## config.mk

```make
export PLATFORM = sky130hd
export DESIGN_NAME = trap_unit
export DESIGN_NICKNAME = d
export VERILOG_FILES = /design/src/rtl/trap_unit.sv
export SDC_FILE = /design/constraint.sdc
export NUM_CORES = 1
export LEC_CHECK = 0
export ABC_AREA = 1
export CORE_UTILIZATION = 50
export DETAILED_ROUTE_END_ITERATION = 8
export GPL_ROUTABILITY_DRIVEN = 1
export GPL_TIMING_DRIVEN = 0
export PLACE_DENSITY = 0.79
export SYNTH_ARGS = -nofsm -noshare
export SYNTH_HDL_FRONTEND = slang
export SYNTH_SLANG_ARGS = --single-unit
```

## constraint.sdc

```tcl
create_clock -name clk_i -period 3.4 [get_ports clk_i]
set_input_delay 0.51 -clock clk_i [delete_from_list [all_inputs] [get_ports clk_i]]
set_output_delay 0.51 -clock clk_i [all_outputs]
set_load 0.02 [all_outputs]
```

## src/rtl/trap_unit.sv

```systemverilog
// -----------------------------------------------------------------------------
// trap_unit
//   Machine-mode trap and interrupt responder at the commit (WB) boundary.
//   Holds mstatus.MIE/MPIE, mie, mtvec, mepc and mcause. For each retiring
//   instruction it resolves exceptions, external/timer interrupts, MRET and
//   WFI, and produces the fetch redirect PC.
//
// Ports
//   clk_i, rst_ni         clock, asynchronous active-low reset
//   commit_valid_i        an instruction retires this cycle
//   commit_pc_i/npc_i     PC and architectural next PC of that instruction
//   exception_i/exc_cause_i  the instruction faulted, with its exception code
//   mret_inst_i           retiring instruction is MRET
//   wfi_inst_i            retiring instruction is WFI
//   ext_irq_i             external interrupt level (asynchronous)
//   timer_irq_i           timer interrupt level (clk_i domain)
//   csr_we_i/addr_i/wdata_i  CSR write by the retiring instruction
//   csr_rdata_o           CSR read data, combinational on csr_addr_i
//   trap_valid_o          trap entry this cycle
//   interrupt_taken_o     interrupt accepted or WFI exit
//   mret_o                MRET executes this cycle
//   wfi_o                 WFI enters wait this cycle
//   redirect_pc_o         fetch target when trap_valid_o or mret_o
//   mstatus_mie_o         global interrupt enable
// -----------------------------------------------------------------------------
module trap_unit #(
  parameter int unsigned     XLEN        = 32,
  parameter logic [XLEN-1:0] MTVEC_RESET = '0,
  parameter int unsigned     SYNC_STAGES = 2
) (
  input  logic            clk_i,
  input  logic            rst_ni,
  input  logic            commit_valid_i,
  input  logic [XLEN-1:0] commit_pc_i,
  input  logic [XLEN-1:0] commit_npc_i,
  input  logic            exception_i,
  input  logic [3:0]      exc_cause_i,
  input  logic            mret_inst_i,
  input  logic            wfi_inst_i,
  input  logic            ext_irq_i,
  input  logic            timer_irq_i,
  input  logic            csr_we_i,
  input  logic [11:0]     csr_addr_i,
  input  logic [XLEN-1:0] csr_wdata_i,
  output logic [XLEN-1:0] csr_rdata_o,
  output logic            trap_valid_o,
  output logic            interrupt_taken_o,
  output logic            mret_o,
  output logic            wfi_o,
  output logic [XLEN-1:0] redirect_pc_o,
  output logic            mstatus_mie_o
);

  localparam logic [11:0] ADDR_MSTATUS = 12'h300;
  localparam logic [11:0] ADDR_MIE     = 12'h304;
  localparam logic [11:0] ADDR_MTVEC   = 12'h305;
  localparam logic [11:0] ADDR_MEPC    = 12'h341;
  localparam logic [11:0] ADDR_MCAUSE  = 12'h342;
  localparam logic [11:0] ADDR_MIP     = 12'h344;

  // mtvec bit 1 is hard-wired to zero, including in the reset value.
  localparam logic [XLEN-1:0] MTVEC_INIT = MTVEC_RESET & ~XLEN'(2);

  typedef enum logic {
    ST_RUN,
    ST_WAIT
  } state_e;

  state_e state_q, state_d;

  // Architectural state
  logic            mstatus_mie_q;
  logic            mstatus_mpie_q;
  logic            mie_meie_q;     // mie[11]
  logic            mie_mtie_q;     // mie[7]
  logic [XLEN-1:0] mtvec_q;
  logic [XLEN-1:0] mepc_q;
  logic [XLEN-1:0] mcause_q;
  logic [XLEN-1:0] wfi_npc_q;      // return address saved when WFI enters wait

  logic [SYNC_STAGES-1:0] sync_q;

  // Interrupt resolution
  logic            meip, mtip, ext_pend, pend, take_irq;
  logic [3:0]      irq_code;
  logic [XLEN-1:0] mtvec_base, irq_target, irq_cause;

  // Per-cycle decisions from the FSM
  logic            csr_wr_en;
  logic [XLEN-1:0] trap_epc, trap_cause;

  assign meip     = sync_q[SYNC_STAGES-1];
  assign mtip     = timer_irq_i;
  assign ext_pend = mie_meie_q & meip;
  assign pend     = ext_pend | (mie_mtie_q & mtip);
  assign take_irq = pend & mstatus_mie_q;

  // External outranks timer when both are pending.
  assign irq_code   = ext_pend ? 4'd11 : 4'd7;
  assign irq_cause  = {1'b1, {(XLEN-5){1'b0}}, irq_code};
  assign mtvec_base = {mtvec_q[XLEN-1:2], 2'b00};
  assign irq_target = mtvec_q[0] ? mtvec_base + {{(XLEN-6){1'b0}}, irq_code, 2'b00}
                                 : mtvec_base;

  assign mstatus_mie_o = mstatus_mie_q;

  // ---------------------------------------------------------------------------
  // FSM state register
  // ---------------------------------------------------------------------------
  // NOTE: sequential state uses non-blocking (<=) assignments so every flop
  // samples the pre-edge values, independent of statement order.
  always_ff @(posedge clk_i or negedge rst_ni) begin
    if (!rst_ni) state_q <= ST_RUN;
    else         state_q <= state_d;
  end

  // ---------------------------------------------------------------------------
  // Next state and outputs
  // ---------------------------------------------------------------------------
  // NOTE: every output of this block is given a default first, so no path
  // leaves a signal unassigned and no latch is inferred.
  always_comb begin
    state_d           = state_q;
    trap_valid_o      = 1'b0;
    interrupt_taken_o = 1'b0;
    mret_o            = 1'b0;
    wfi_o             = 1'b0;
    redirect_pc_o     = '0;
    trap_epc          = '0;
    trap_cause        = '0;
    csr_wr_en         = 1'b0;

    unique case (state_q)
      ST_RUN: begin
        if (commit_valid_i) begin
          if (exception_i) begin
            trap_valid_o  = 1'b1;
            redirect_pc_o = mtvec_base;
            trap_epc      = commit_pc_i;
            trap_cause    = {{(XLEN-4){1'b0}}, exc_cause_i};
          end else if (take_irq) begin
            // The retiring instruction completes; resume after it.
            trap_valid_o      = 1'b1;
            interrupt_taken_o = 1'b1;
            redirect_pc_o     = irq_target;
            trap_epc          = commit_npc_i;
            trap_cause        = irq_cause;
          end else if (mret_inst_i) begin
            mret_o        = 1'b1;
            redirect_pc_o = mepc_q;
          end else if (wfi_inst_i && !pend) begin
            // With an interrupt already pending (but masked) WFI is a NOP.
            wfi_o   = 1'b1;
            state_d = ST_WAIT;
          end
          csr_wr_en = csr_we_i & ~trap_valid_o;
        end
      end

      ST_WAIT: begin
        if (pend) begin
          interrupt_taken_o = 1'b1;
          state_d           = ST_RUN;
          if (mstatus_mie_q) begin
            trap_valid_o  = 1'b1;
            redirect_pc_o = irq_target;
            trap_epc      = wfi_npc_q;
            trap_cause    = irq_cause;
          end
        end
      end

      default: state_d = ST_RUN;
    endcase
  end

  // ---------------------------------------------------------------------------
  // ext_irq_i synchronizer
  // ---------------------------------------------------------------------------
  always_ff @(posedge clk_i or negedge rst_ni) begin
    if (!rst_ni) sync_q <= '0;
    else         sync_q <= {sync_q[SYNC_STAGES-2:0], ext_irq_i};
  end

  // ---------------------------------------------------------------------------
  // CSR state. A CSR write is applied first; trap entry and MRET are applied
  // after it so their mstatus effects take precedence on the same edge.
  // ---------------------------------------------------------------------------
  always_ff @(posedge clk_i or negedge rst_ni) begin
    if (!rst_ni) begin
      mstatus_mie_q  <= 1'b0;
      mstatus_mpie_q <= 1'b0;
      mie_meie_q     <= 1'b0;
      mie_mtie_q     <= 1'b0;
      mtvec_q        <= MTVEC_INIT;
      mepc_q         <= '0;
      mcause_q       <= '0;
      wfi_npc_q      <= '0;
    end else begin
      if (csr_wr_en) begin
        unique case (csr_addr_i)
          ADDR_MSTATUS: begin
            mstatus_mie_q  <= csr_wdata_i[3];
            mstatus_mpie_q <= csr_wdata_i[7];
          end
          ADDR_MIE: begin
            mie_meie_q <= csr_wdata_i[11];
            mie_mtie_q <= csr_wdata_i[7];
          end
          ADDR_MTVEC:  mtvec_q  <= {csr_wdata_i[XLEN-1:2], 1'b0, csr_wdata_i[0]};
          ADDR_MEPC:   mepc_q   <= {csr_wdata_i[XLEN-1:2], 2'b00};
          ADDR_MCAUSE: mcause_q <= csr_wdata_i;
          default: ;   // mip is read-only; unmapped writes are dropped
        endcase
      end

      if (trap_valid_o) begin
        mepc_q         <= trap_epc;
        mcause_q       <= trap_cause;
        mstatus_mpie_q <= mstatus_mie_q;
        mstatus_mie_q  <= 1'b0;
      end else if (mret_o) begin
        mstatus_mie_q  <= mstatus_mpie_q;
        mstatus_mpie_q <= 1'b1;
      end

      if (wfi_o) wfi_npc_q <= commit_npc_i;
    end
  end

  // ---------------------------------------------------------------------------
  // CSR read mux
  // ---------------------------------------------------------------------------
  always_comb begin
    csr_rdata_o = '0;
    unique case (csr_addr_i)
      ADDR_MSTATUS: begin
        csr_rdata_o[3] = mstatus_mie_q;
        csr_rdata_o[7] = mstatus_mpie_q;
      end
      ADDR_MIE: begin
        csr_rdata_o[11] = mie_meie_q;
        csr_rdata_o[7]  = mie_mtie_q;
      end
      ADDR_MTVEC:  csr_rdata_o = mtvec_q;
      ADDR_MEPC:   csr_rdata_o = mepc_q;
      ADDR_MCAUSE: csr_rdata_o = mcause_q;
      ADDR_MIP: begin
        csr_rdata_o[11] = meip;
        csr_rdata_o[7]  = mtip;
      end
      default: ;
    endcase
  end

endmodule

```

==> results.toml <==
[clocking]
cts.sinks = 134
cts_tree = "done"
cts_made_buffers = 17
clock-root-buffer = "clkbuf_16"
cts-htree-levels = 4
clock_latency_ps = 440
cts_max_path_buffers = 2
path_clk_slew_ps = 70

[sta]
fin_skew_ps = 10.8
slew_headroom = 0.550
finalSetupViolations = 0
slew_violations = 0
fin_crit_sh = 0.983
clock.fmax_ghz = 0.299
hold_violations = 0
fin_crit_ps = 3340
tightest_slew_ps = 675
fin_hold_ws_ps = 23.7

[die]
die_x_um = 135
fp.dieArea_um2 = 18200
core-area_um2 = 17300
num_io_pins = 190
die_y_um = 135
row_count = 48
initial_core_util = 0.510

[drt]
vias = 10155
wl_per_cell_um = 20.4
drt_pass1_iterations = 6
drt-initial-drc-count = 1257
drc = 0
routed_wl_um = 35400
vias_per_cell = 5.85
drtAntennaViolNets = 0

[synthesis]
yosysWarnings = 0
yosysSeqAreaShare = 0.380
synth_ff_type = "dfrtp_1"
synth.distinct_cells = 40
yosys.area.top_type = "dfrtp_1"
synth_fp_nets = 1411
syn_inst = 1287
ys_async_sr_fraction = 1.00
avgSynthCellArea_um2 = 6.86
syn_area_um2 = 8830
synth_edf_count = 0
synth_top_area_share = 0.380
yosys-top-cells-count = "372 x nand2_1, 184 x inv_1, 151 x o21ai_0, 134 x dfrtp_1, 102 x nor2_1"
synth_most_common_cell = "nand2_1"
ys_ff_latch = 134
netlist_top_cells_area = "dfrtp_1 38%, nand2_1 16%, o21ai_0 8.6%, inv_1 7.8%, nor2_1 4.3%"

[min_path]
hp-class = "in -> async"

[worst_setup_path]
critPathKind = "in -> out"
end_kind = "primary output"
rrSetupSlack_ps = 1160
rr_endpoint = "mepc_q[21]"
startpoint = "timer_irq_i"
arrival_ps = 2830
required_ps = 2890
r2r-start = "sync_q[1]"
cp-start-kind = "input pin"
crit_end = "redirect_pc_o[6]"
reg2reg_depth = 10
path_max_fanout = 10

[finish]
area_delta_synth_final_pct = 32.8
layout-drive-gt1-share = 0.0967
finalNetCount = 1621
antenna_cells = 0
final_util = 0.678

[pwr]
p_clk_frac = 0.357
power.density_nw_per_um2 = 431
net-switching-power_mw = 1.74
vdd_drop_max_mv = 0.392
seqPwrFrac = 0.402
switching_share = 0.344
combinationalPowerShare = 0.241
p_leak_nw = 5.92
intPower_mw = 3.32

[grt]
grt_overflow = 0
grt_max_degree = 81
grt_usage = 0.392
grt_pass1_vias = 9190
grt_first_pass_wirelength_um = 52800
antenna_found_initial = 1

[run]
maxCapViolations = 0

[place]
port_buffers = 188
place_congestion = 1.01
hpwl_um = 27700

[outcome]
status = "completed"
## worst min-delay path by stage
stage                     startpoint          end  slack, ps  cells after the start
after floorplan               rst_ni  mcause_q[0]        210                      0
after global placement     sync_q[0]    sync_q[1]        340                      0
after detailed placement   sync_q[0]    sync_q[1]        340                      0
after CTS                     rst_ni  mtvec_q[27]         50                      1
after global routing          rst_ni  mtvec_q[27]         70                      1
final                         rst_ni  mtvec_q[29]         20                      1
## power by group through the flow
stage	Sequential, mW	Combinational (mW)	Clock (mW)
floorplan	2.01	0.670	0
global route	2.05	1.31	1.86
detailed placement	2.05	1.19	0
global placement	2.04	1.16	0
finish	2.03	1.22	1.81
CTS	2.02	1.19	1.80
## layout make-up
| cell class | count | area [um2] |
|---|---|---|
| fill | 1527 | 5570 |
| multi-input combinational | 899 | 4540 |
| sequential | 134 | 3350 |
| timing repair buffer | 193 | 1930 |
| inverter | 190 | 722 |
| clock buffer | 18 | 439 |
| buffer | 62 | 335 |
| tap | 225 | 282 |
| clock inverter | 14 | 126 |
## placed cells by master, fill, tap and decap left out, types with 4 or more instances in the layout
cell type        count
nor2_4               8
inv_1              182
dlygate4sd2_1       30
nand2_1            367
clkbuf_16           17
o211ai_2            20
inv_2                5
buf_6                4
clkbuf_2            12
nor2_2               5
clkdlybuf4s50_1    126
nand2_2              5
a22oi_1             13
clkbuf_1            21
dfrtp_1            133
o221ai_1            21
nor2_1              95
dlymetal6s2s_1      22
a31oi_1              8
clkinv_4             4
nand3_1             54
buf_4               10
o21ai_1             26
buf_2               22
inv_6                7
o21ai_0            148
o211ai_1            18
a21oi_1             54
nor3_1               6
nand4_1             22
## per-layer routing
layer  part of all wire  global-route usage  up-vias
li1                   -                   -     4627
met1               0.40               0.542     4725
met2               0.45               0.598      698
met3               0.11              0.0860      105
met4              0.035               0.148        0
met5                  0                   0        -
## stage by stage
stage	setup WS [ps]	power, mW	TNS (ps)	instance area (um2)	std cells
3_5_place_dp	-329	3.24	-8060	11000	1701
6_report	58.8	5.06	0	11700	1735
4_1_cts	6.26	5.01	0	11600	1732
5_1_grt	-4.39	5.22	-4.39	11700	1735
3_3_place_gp	-3620	3.21	-490650	11000	1700
2_1_floorplan	705	2.68	0	8830	1287
## worst max-delay path, cell delays in order
cell,delay [ps]
clkdlybuf4s50_1,490
inv_1,70
o21ai_4,240
nand2_8,170
inv_4,160
clkbuf_2,270
nand3_1,110
a31oi_1,170
clkdlybuf4s50_1,630
## registers in the layout (all words and copies together) (netlist names)
name and count:
wfi_npc_q 32, sync_q 2, state_q 1, mepc_q 32, mie_mtie_q 1, mcause_q 32, mtvec_q 31, mstatus_mpie_q 1
mie_meie_q 1, mstatus_mie_o 1
## repair_timing
item	in CTS	in global routing
pin swaps	2	3
resized for setup	86	43
setup buffers	1	3
setup endpoints to repair	59	42
hold buffers	0	0
## cell families (layout without fill, tap and decap cells)
group,after synthesis,in the layout,synth area share
AO/OA/AOI/OAI,316,316,0.218
XOR/XNOR,2,2,0.00198
adder cells (fa/ha/maj),3,3,0.00425
buffers and inverters,254,477,0.118
flip-flops,134,134,0.380
AND/OR/NAND/NOR,578,578,0.278
Note: power is estimated with default switching activity, not from simulation.
